==> src/rtl/multicycle_control_fsm.sv <==
// rtl/multicycle_control_fsm.sv - multicycle MIPS main control state machine
module multicycle_control_fsm #(
    parameter int RESET_CYCLES = 1
) (
    input  logic       clk,
    input  logic       reset,
    input  logic [5:0] opcode,
    input  logic       brk,
    input  logic       zero,
    output logic       pc_write,
    output logic       iord,
    output logic       mem_write,
    output logic       ir_write,
    output logic       mdr_write,
    output logic       reg_dst,
    output logic       mem_to_reg,
    output logic       reg_write,
    output logic       alu_src_a,
    output logic [1:0] alu_src_b,
    output logic [2:0] alu_op,
    output logic       aluout_write,
    output logic [1:0] pc_source,
    output logic       halted,
    output logic       illegal_op,
    output logic [4:0] state_dbg
);

    localparam logic [5:0] OP_RTYPE = 6'h00;
    localparam logic [5:0] OP_ADDI  = 6'h08;
    localparam logic [5:0] OP_LW    = 6'h23;
    localparam logic [5:0] OP_SW    = 6'h2b;
    localparam logic [5:0] OP_BEQ   = 6'h04;
    localparam logic [5:0] OP_BNE   = 6'h05;
    localparam logic [5:0] OP_J     = 6'h02;

    localparam logic [3:0] RST_LOAD = 4'(RESET_CYCLES - 1);

    typedef enum logic [4:0] {
        S_RESET      = 5'd0,
        S_FETCH      = 5'd1,
        S_FETCH_WAIT = 5'd2,
        S_DECODE     = 5'd3,
        S_R_EXEC     = 5'd4,
        S_R_WB       = 5'd5,
        S_ADDI_EXEC  = 5'd6,
        S_ADDI_WB    = 5'd7,
        S_MEM_ADDR   = 5'd8,
        S_LW_READ    = 5'd9,
        S_LW_WAIT    = 5'd10,
        S_LW_WB      = 5'd11,
        S_SW_WRITE   = 5'd12,
        S_BRANCH     = 5'd13,
        S_JUMP       = 5'd14,
        S_HALT       = 5'd15,
        S_ILLEGAL    = 5'd16
    } state_t;

    state_t     state;
    state_t     next_state;
    logic [3:0] rst_cnt;

    always_ff @(posedge clk) begin
        if (reset) begin
            state   <= S_RESET;
            rst_cnt <= RST_LOAD;
        end else begin
            state <= next_state;
            if (state == S_RESET && rst_cnt != 4'd0)
                rst_cnt <= rst_cnt - 4'd1;
        end
    end

    assign state_dbg = state;

    always_comb begin
        next_state   = state;
        pc_write     = 1'b0;
        iord         = 1'b0;
        mem_write    = 1'b0;
        ir_write     = 1'b0;
        mdr_write    = 1'b0;
        reg_dst      = 1'b0;
        mem_to_reg   = 1'b0;
        reg_write    = 1'b0;
        alu_src_a    = 1'b0;
        alu_src_b    = 2'b00;
        alu_op       = 3'b000;
        aluout_write = 1'b0;
        pc_source    = 2'b00;
        halted       = 1'b0;
        illegal_op   = 1'b0;

        case (state)
            S_RESET: begin
                if (rst_cnt == 4'd0)
                    next_state = S_FETCH;
            end
            S_FETCH: begin
                next_state = S_FETCH_WAIT;
            end
            S_FETCH_WAIT: begin
                ir_write   = 1'b1;
                alu_src_b  = 2'b01;
                pc_write   = 1'b1;
                next_state = S_DECODE;
            end
            S_DECODE: begin
                // branch target is computed here while the opcode is being decoded
                alu_src_b    = 2'b11;
                aluout_write = 1'b1;
                case (opcode)
                    OP_RTYPE:       next_state = S_R_EXEC;
                    OP_ADDI:        next_state = S_ADDI_EXEC;
                    OP_LW, OP_SW:   next_state = S_MEM_ADDR;
                    OP_BEQ, OP_BNE: next_state = S_BRANCH;
                    OP_J:           next_state = S_JUMP;
                    default:        next_state = S_ILLEGAL;
                endcase
            end
            S_R_EXEC: begin
                alu_src_a    = 1'b1;
                alu_op       = 3'b010;
                aluout_write = ~brk;
                next_state   = brk ? S_HALT : S_R_WB;
            end
            S_R_WB: begin
                reg_dst    = 1'b1;
                reg_write  = 1'b1;
                next_state = S_FETCH;
            end
            S_ADDI_EXEC: begin
                alu_src_a    = 1'b1;
                alu_src_b    = 2'b10;
                aluout_write = 1'b1;
                next_state   = S_ADDI_WB;
            end
            S_ADDI_WB: begin
                reg_write  = 1'b1;
                next_state = S_FETCH;
            end
            S_MEM_ADDR: begin
                alu_src_a    = 1'b1;
                alu_src_b    = 2'b10;
                aluout_write = 1'b1;
                if (opcode == OP_LW)
                    next_state = S_LW_READ;
                else if (opcode == OP_SW)
                    next_state = S_SW_WRITE;
                else
                    next_state = S_ILLEGAL;
            end
            S_LW_READ: begin
                iord       = 1'b1;
                next_state = S_LW_WAIT;
            end
            S_LW_WAIT: begin
                iord       = 1'b1;
                mdr_write  = 1'b1;
                next_state = S_LW_WB;
            end
            S_LW_WB: begin
                mem_to_reg = 1'b1;
                reg_write  = 1'b1;
                next_state = S_FETCH;
            end
            S_SW_WRITE: begin
                iord       = 1'b1;
                mem_write  = 1'b1;
                next_state = S_FETCH;
            end
            S_BRANCH: begin
                alu_src_a  = 1'b1;
                alu_op     = 3'b001;
                pc_source  = 2'b01;
                pc_write   = (opcode == OP_BEQ) ? zero : ~zero;
                next_state = S_FETCH;
            end
            S_JUMP: begin
                pc_source  = 2'b10;
                pc_write   = 1'b1;
                next_state = S_FETCH;
            end
            S_HALT: begin
                halted     = 1'b1;
                next_state = S_HALT;
            end
            S_ILLEGAL: begin
                illegal_op = 1'b1;
                next_state = S_ILLEGAL;
            end
            default: begin
                next_state = S_ILLEGAL;
            end
        endcase
    end

endmodule
==> config.mk <==
export PLATFORM = sky130hd
export DESIGN_NAME = multicycle_control_fsm
export DESIGN_NICKNAME = d
export VERILOG_FILES = /design/src/rtl/multicycle_control_fsm.sv
export SDC_FILE = /design/constraint.sdc
export NUM_CORES = 1
export LEC_CHECK = 0
export ABC_AREA = 1
export CAP_MARGIN = 20
export CORE_AREA = 2 2 49 51
export DETAILED_ROUTE_END_ITERATION = 8
export DIE_AREA = 0 0 51 53
export GPL_ROUTABILITY_DRIVEN = 0
export PLACE_DENSITY = 0.81
export SLEW_MARGIN = 30
export SYNTH_ARGS = -nofsm -noshare
export SYNTH_HDL_FRONTEND = slang
export SYNTH_SLANG_ARGS = --single-unit
export TNS_END_PERCENT = 1
==> constraint.sdc <==
create_clock -name clk -period 1.2 [get_ports clk]
set_input_delay 0.12 -clock clk [delete_from_list [all_inputs] [get_ports clk]]
set_output_delay 0.12 -clock clk [all_outputs]
set_load 0.01 [all_outputs]
==> results of run 1 <==
kinds of logic (layout without fill, tap and decap cells):
logic type	Yosys count	after routing
buffers and inverters	32	102
adder cells (fa/ha/maj)	1	1
AND/OR/NAND/NOR	89	89
XOR/XNOR	1	1
flip-flops	9	9
other	1	1
AO/OA/AOI/OAI	15	15
path summary, 6_finish.rpt:
check	startpoint	endpoint	slack [ns]	cells past startpoint
setup / recovery	state_dbg[3]	pc_write	-0.30	8
hold / removal	rst_cnt[0]	rst_cnt[0]	0.50	2
setup reg to reg	state_dbg[3]	rst_cnt[2]	-0.23	8
hold reg to reg	rst_cnt[0]	rst_cnt[0]	0.50	2
state kept, by name (all words and copies together), names as in the netlist:
name / flops
rst_cnt: 4
state_dbg: 5
report_power, final:
part / internal (uW) / switching [uW]
Clock: 124 / 127
Sequential: 383 / 74.7
Combinational: 611 / 825
Total: 1120 / 1030
placed cells by master, fill, tap and decap left out, drive strengths merged, types with 4 or more instances in the layout:
master,instances
buf,51
clkbuf,5
nand2,30
nand3,14
a21oi,6
clkdlybuf4s50,9
nor2,34
nand4,4
dfxtp,9
nor3,5
inv,30
dlygate4sd2,5
o21ai,7
per-layer routing:
layer / wire length, um / GRT usage
met2: 1790 / 0.506
met3: 125 / 0.0480
met1: 1360 / 0.247
met5: 0 / 0
met4: 66 / 0.0991
area by class of cell:
| cell class | count | area [um^2] | area share |
|---|---|---|---|
| multi-input cells | 107 | 686 | 0.428 |
| well taps | 28 | 35.0 | 0.0219 |
| inverters | 30 | 125 | 0.0782 |
| flip-flops and latches | 9 | 199 | 0.124 |
| clock inverters | 1 | 5.00 | 0.00313 |
| clock buffers | 3 | 22.5 | 0.0141 |
| repair buffers | 68 | 528 | 0.330 |
metrics by stage:
step / utilization / total power, uW / TNS, ns
final: 0.745 / 2140 / -4.59
after global routing: 0.745 / 2280 / -6.53
after CTS: 0.722 / 1980 / -3.95
after detailed placement: 0.697 / 1690 / -7.25
after global placement: 0.697 / 1630 / -6.37
after floorplan: - / 1150 / 0
worst max-delay path: stages, from the launching register on:
cell and delay (ns):
dfxtp_4 0.38, nor2_4 0.15, inv_4 0.07, nor2_4 0.12, inv_2 0.06, nor2_4 0.10, nor2_1 0.05, nand2_1 0.06
buf_2 0.13
repair_timing:
action	CTS	global route
setup endpoints to repair	32	29
pin swaps	6	4
buffers inserted	2	2
gates resized for setup	93	16
==> impl_metrics.ini, run 1 <==
[power_and_ir_drop]
max-vdd-ir-drop_uv = 1080
power_density_nw_per_um2 = 1340
total_leakage_power_uw = 0.000827

[final_layout]
num-fill-cells = 171
layout.cells.non_filler = 246
num-nets-final = 230
drive_gt1_frac = 0.509
fin_area_um2 = 1600
area_delta_synth_final_pct = 77.4
diodes = 0

[logic_synthesis]
synth_enable_flop_cells = 0
syn_area_per_cell_um2 = 6.10
synth_most_common_cell = nand2_1
synth.top_cells.by_count = 28 x nand2_1, 21 x nor2_1, 20 x inv_1, 10 x nand3_1, 9 x dfxtp_1
synth_xor_area_frac = 0.00971
ys_types = 26
ys_ff_latch = 9
async_reset_ff_frac = 0
synth-adder-area-share = 0.0139
ys.warnings.count = 0
ys_seq_area_frac = 0.200
yosys.area_share.simple = 0.527
syn-cell-area_um2 = 902
synth_top_area_frac = 0.200
syn_inst = 148
syn-num-nets = 159
synth_area_leaders = dfxtp_1 20%, nand2_1 12%, nor2_1 8.7%
synth-main-ff-cell = dfxtp_1
synth_area_leader_cell = dfxtp_1
synth_top_family_by_area = simple AND/OR/NAND/NOR gates
synthMuxAreaShare = 0
synth_compound_area_frac = 0.103

[placed_design]
io_buffer_count = 32
hpwl_um = 2320
placedCellCount = 238
placedInstanceArea_um2 = 1500
dpl_worst_slack_ns = -0.694

[timing]
hold_ws_ns = 0.496
fmax_mhz = 667
layout_worst_path_cycle_share = 1.25
final_hold_viol_count = 0
maxSlewViolCount = 0
min_period_ns = 1.50
rsz0062_at_grt = true
clock_skew_ns = 0.00592
layout_setup_ws_ns = -0.299
setup_viol = 27

[die]
fp.dieArea_um2 = 2700
io_pins = 34
fp.dieH_um = 53
die_width_um = 51
row_count = 17
initial_core_util = 0.420
coreArea_um2 = 2150

[critical_path]
start_kind = flip-flop
path_max_fanout = 4
worst_ep_arrival_time_ns = 1.38
crit_required_ns = 1.08
worst_setup_path_end_kind = primary output
critical_path_class = flip-flop to primary output

[grt]
grt_max_degree = 7
grt_pass1_wl_um = 5020
antenna_found_initial = 0
grt_pass1_vias = 1260
track_usage = 0.251
grt-ovfl-total = 0

[clock_network]
cts_tree = yes
htreeDepth = 1
cts-root-buf = clkbuf_4
cts_buffers = 3
clock_sinks = 9
cts_buffer_depth = 2
cts.clk_slew.worst_paths_ns = 0.06
cts-hold-fix-buffers = 0
clk_latency_ns = 0.28

[route]
via_count = 1256
drt_first_pass_iters = 4
drt_iter0_drc = 39
wirelength_um = 3340
antenna_left = 0
via_per_inst = 5.11
post_drt_wl_per_cell_um = 13.6
drc = 0

[job]
max_cap_violations = 0

[run_status]
status = complete, but fails checks
failed_checks = setup timing

[worst_hold_path]
hold_path_class = flip-flop to flip-flop
(Power assumes the default switching activity.)
==> inputs of run 2 (changes only) <==
--- a/config.mk
+++ b/config.mk
@@ -6,12 +6,14 @@
 export NUM_CORES = 1
 export LEC_CHECK = 0
 export ABC_AREA = 1
+export ABC_CLOCK_PERIOD_IN_PS = 1200
 export CAP_MARGIN = 20
-export CORE_AREA = 2 2 49 51
+export CORE_AREA = 3 3 50 52
 export DETAILED_ROUTE_END_ITERATION = 8
-export DIE_AREA = 0 0 51 53
+export DIE_AREA = 0 0 53 55
 export GPL_ROUTABILITY_DRIVEN = 0
 export PLACE_DENSITY = 0.81
+export SETUP_SLACK_MARGIN = 0.1
 export SLEW_MARGIN = 30
 export SYNTH_ARGS = -nofsm -noshare
 export SYNTH_HDL_FRONTEND = slang
==> run 2 against run 1 <==
The run still ends with setup timing left. Via count grew 3.3%. Combinational power grew 6%. Clock-buffer cell count grew 1. Die area grew 7.8%. Critical path type unchanged. Core utilization grew 3.5 points. First-iteration DRC count is the same. Register-to-register slack lost 0.02 ns. Critical path depth is the same. Maximum frequency shrank 1.1%.
==> impl_metrics.ini, run 2 (same netlist as run 1, synthesis figures left out) <==
[clock_network]
clk_latency_ns = 0.26
clock_sinks = 9
cts_buffer_depth = 2
cts-hold-fix-buffers = 0
htreeDepth = 1
cts-root-buf = clkbuf_4
cts_tree = yes
cts_buffers = 3
cts.clk_slew.worst_paths_ns = 0.06

[grt]
grt_pass1_wl_um = 5460
grt-ovfl-total = 0
antenna_found_initial = 0
track_usage = 0.256
grt_pass1_vias = 1291
grt_max_degree = 8

[die]
coreArea_um2 = 2150
fp.dieH_um = 55
die_width_um = 53
fp.dieArea_um2 = 2920
initial_core_util = 0.420
io_pins = 34
row_count = 17

[final_layout]
fin_area_um2 = 1680
largest_reg_flops = 5
final_common_cell = buf_4
area_delta_synth_final_pct = 85.7
diodes = 0
layout.cells.non_filler = 250
drive_gt1_frac = 0.518
num-nets-final = 234
final_util = 0.780
layout_common_cells = 34 x buf_4, 26 x nand2_1, 19 x inv_1, 17 x nor2_1, 14 x buf_2

[route]
via_per_inst = 5.19
via_count = 1298
antenna_left = 0
drt_iter0_drc = 39
drc = 0
drt_first_pass_iters = 4
wirelength_um = 3590
post_drt_wl_per_cell_um = 14.3

[critical_path]
critical_path_class = flip-flop to primary output
path_max_fanout = 6
worst_ep_arrival_time_ns = 1.40
worst_setup_path_end_kind = primary output
crit_required_ns = 1.08
start_kind = flip-flop

[power_and_ir_drop]
max-vdd-ir-drop_uv = 1120
power_density_nw_per_um2 = 1340
total_leakage_power_uw = 0.000857

[placed_design]
hpwl_um = 2400
placedInstanceArea_um2 = 1540
placedCellCount = 239
io_buffer_count = 32

[timing]
final_hold_viol_count = 0
setup_viol = 27
rsz0062_at_grt = true
maxSlewViolCount = 0
layout_worst_path_cycle_share = 1.26
min_period_ns = 1.52
fmax_mhz = 660
clock_skew_ns = 0.000247
layout_setup_ws_ns = -0.315

[job]
max_cap_violations = 0

[run_status]
failed_checks = setup timing
status = complete, but fails checks

[worst_hold_path]
hold_path_class = flip-flop to flip-flop
[run 2: stage by stage]
step | setup TNS (ns) | total power, uW | hold WS [ns] | setup slack (ns)
CTS | -3.92 | 2060 | 0.462 | -0.267
detailed placement | -7.74 | 1720 | 0.454 | -0.711
finish | -5.22 | 2240 | 0.494 | -0.315
global route | -6.96 | 2380 | 0.520 | -0.393
global placement | -6.67 | 1680 | 0.449 | -0.644
floorplan | 0 | 1170 | 0.348 | 0.0346
[run 2: path summary, 6_finish.rpt]
check | start | end | slack (ns) | cells past startpoint
worst max-delay path | state_dbg[2] | pc_write | -0.32 | 8
worst min register to register | rst_cnt[0] | rst_cnt[0] | 0.49 | 2
worst min-delay path | rst_cnt[0] | rst_cnt[0] | 0.49 | 2
worst max register to register | state_dbg[2] | rst_cnt[2] | -0.25 | 8
[run 2: power breakdown]
part | switching, uW | leakage (uW) | internal [uW]
Clock | 106 | 0.0000150 | 128
Combinational | 847 | 0.000764 | 674
Sequential | 98.2 | 0.0000775 | 384
Total | 1050 | 0.000857 | 1190
[run 2: per-layer routing]
layer  vias to the layer above  part of all wire  track usage
met3                        15             0.065       0.0402
met1                       604              0.35        0.243
met2                        66              0.55        0.521
met5                         -                 0            0
met4                         0             0.032        0.140
li1                        613                 -            -
[run 2: layout make-up]
type / count / area [um^2]
multi-input combinational: 107 / 717
timing repair buffer: 72 / 568
fill: 144 / 473
sequential: 9 / 199
inverter: 30 / 130
tap: 28 / 35.0
clock buffer: 4 / 26.3
[run 2: timing repair]
item | in CTS | in global routing
resized for setup | 103 | 15
endpoints found under the setup margin | 32 | 29
setup buffers | 4 | 3
pin swaps | 7 | 7
[run 2: critical path, cell delays in order, from the launching register on]
cell,delay [ns]
dfxtp_4,0.39
nor2_4,0.16
inv_4,0.07
nor2_4,0.12
inv_2,0.07
nor2_4,0.12
nor2_2,0.04
nand2_1,0.05
buf_2,0.12
==> inputs of run 3 (changes only) <==
--- a/config.mk
+++ b/config.mk
@@ -12,7 +12,7 @@
 export DETAILED_ROUTE_END_ITERATION = 8
 export DIE_AREA = 0 0 53 55
 export GPL_ROUTABILITY_DRIVEN = 0
-export PLACE_DENSITY = 0.81
+export PLACE_DENSITY = 0.76
 export SETUP_SLACK_MARGIN = 0.1
 export SLEW_MARGIN = 30
 export SYNTH_ARGS = -nofsm -noshare
==> run 3 against run 2 <==
The flow still finishes with violations (setup timing). Global-route usage down 3.7 points. Non-clock buffer count down 1. Setup slack better by 0.016 ns. Critical path type unchanged. First-iteration DRC count down 18%. Final area unchanged. Via count down 2.1%. Clock power up 2%. Largest power group unchanged. Routed wire length down 7.9%. Critical path depth down 3. Critical endpoint is now reg_dst.
==> impl_metrics.ini, run 3 (same netlist as run 1, synthesis figures left out) <==
[run_status]
status = complete, but fails checks
failed_checks = setup timing

[timing]
clock_skew_ns = 0.00212
fmax_mhz = 667
setup_viol = 27
rsz0062_at_grt = true
tns_ns = -3.91
min_period_ns = 1.50
layout_setup_ws_ns = -0.299
layout_worst_path_cycle_share = 1.25
final_hold_viol_count = 0
hold_ws_ns = 0.465
maxSlewViolCount = 0

[final_layout]
final_util = 0.780
final_common_cell = buf_4
area_delta_synth_final_pct = 85.7
diodes = 0
drive_gt1_frac = 0.529
num-fill-cells = 149
num-nets-final = 233
layout_common_cells = 32 x buf_4, 25 x nand2_1, 19 x inv_1, 14 x nor2_1
largest_reg_flops = 5

[worst_hold_path]
hp-start = rst_cnt[3]
hold_end = rst_cnt[3]
holdPathStages = 2
hold_path_class = flip-flop to flip-flop

[clock_network]
cts_tree = yes
cts_buffer_depth = 2
cts_buffers = 3
htreeDepth = 1
cts.clk_slew.worst_paths_ns = 0.06
clk_latency_ns = 0.26
cts-root-buf = clkbuf_4
clock_sinks = 9

[route]
antenna_left = 0
drt_iter0_drc = 32
post_drt_wl_per_cell_um = 13.3
wirelength_um = 3300
via_per_inst = 5.10
drt_first_pass_iters = 5
via_count = 1271
drc = 0

[critical_path]
r2r_end = state_dbg[0]
worst_setup_path_end_kind = primary output
worst_ep_arrival_time_ns = 1.38
path_max_fanout = 3
worst-r2r-setup-slack_ns = -0.16
start_kind = flip-flop
crit_chain = inv_4 > nand2_2 > buf_4 > nor2_1 > clkdlybuf4s15_2
worst_r2r_path_depth = 10
r2r_start = state_dbg[0]
crit_path_max_incr_delay_ns = 0.37
critical_path_class = flip-flop to primary output
crit_required_ns = 1.08
cpMaxStageDelayCell = dfxtp_4

[grt]
antenna_found_initial = 0
track_usage = 0.219
grt_pass1_vias = 1148
grt_pass1_wl_um = 4730
grt_max_degree = 8
grt-ovfl-total = 0

[placed_design]
io_buffer_count = 32
hpwl_um = 2310

[die]
die_width_um = 53
fp.dieH_um = 55
io_pins = 34
initial_core_util = 0.420
row_count = 17
coreArea_um2 = 2150
fp.dieArea_um2 = 2920

[power_and_ir_drop]
power_density_nw_per_um2 = 1270
total_leakage_power_uw = 0.000850
max-vdd-ir-drop_uv = 1080
p_total_uw = 2130

[job]
max_cap_violations = 0
-- run 3: cell types whose count changed in the layout (fill, tap and decap cells not counted), moves of 2 or more --
cell     change
nor2_2       +4
buf_6        +2
nor2_1       -3
nand2_2      +2
buf_4        -2
nor3_2       +2
a21oi_2      -2
buf_2        -2
a21oi_1      +2
-- run 3: per-stage QoR --
stage | std cells | cell area (um^2) | setup slack (ns)
floorplan | 148 | 946 | 0.0346
global placement | 240 | 1550 | -0.638
detailed placement | 240 | 1550 | -0.702
CTS | 249 | 1650 | -0.261
global route | 249 | 1680 | -0.375
finish | 249 | 1680 | -0.299
-- run 3: worst max-delay path by stage --
stage | depth (start not counted) | start | to | slack, ns
after CTS | 8 | state_dbg[4] | pc_write | -0.26
after floorplan | 8 | state_dbg[2] | state_dbg[0] | 0.03
after global routing | 8 | state_dbg[1] | pc_write | -0.37
final | 5 | state_dbg[1] | reg_dst | -0.30
after detailed placement | 7 | opcode[4] | pc_write | -0.70
after global placement | 7 | opcode[4] | pc_write | -0.64
-- run 3: what timing repair did --
item                       in CTS  in global routing
setup endpoints to repair      32                 32
hold buffers                    0                  0
buffers inserted                5                  0
pin swaps                       6                  4
resized for setup             105                 15
-- run 3: layout make-up --
class / count / area [um^2] / share of cell area
repair buffers: 71 / 576 / 0.344
well taps: 28 / 35.0 / 0.0209
inverters: 30 / 130 / 0.0777
clock buffers: 3 / 22.5 / 0.0134
clock inverters: 1 / 5.00 / 0.00299
flip-flops and latches: 9 / 199 / 0.119
multi-input cells: 107 / 708 / 0.423
-- run 3: routing by layer --
| metal | vias to the layer above | GRT usage | share of wire |
|---|---|---|---|
| met1 | 590 | 0.236 | 0.38 |
| li1 | 609 | - | - |
| met3 | 16 | 0.0429 | 0.058 |
| met4 | 0 | 0.0894 | 0.028 |
| met2 | 56 | 0.417 | 0.53 |
| met5 | - | 0 | 0 |
-- run 3: worst max-delay path, delay by kind of cell, from the launching register on --
family	cells	cell delay [ns]
buffers and inverters	3	0.49
and+or+nand+nor	2	0.25
DFF	1	0.37
-- run 3: power breakdown --
group / total, uW / switching, uW / internal [uW]
clock: 239 / 115 / 123
sequential: 480 / 96.6 / 383
combinational: 1410 / 781 / 633
total: 2130 / 993 / 1140
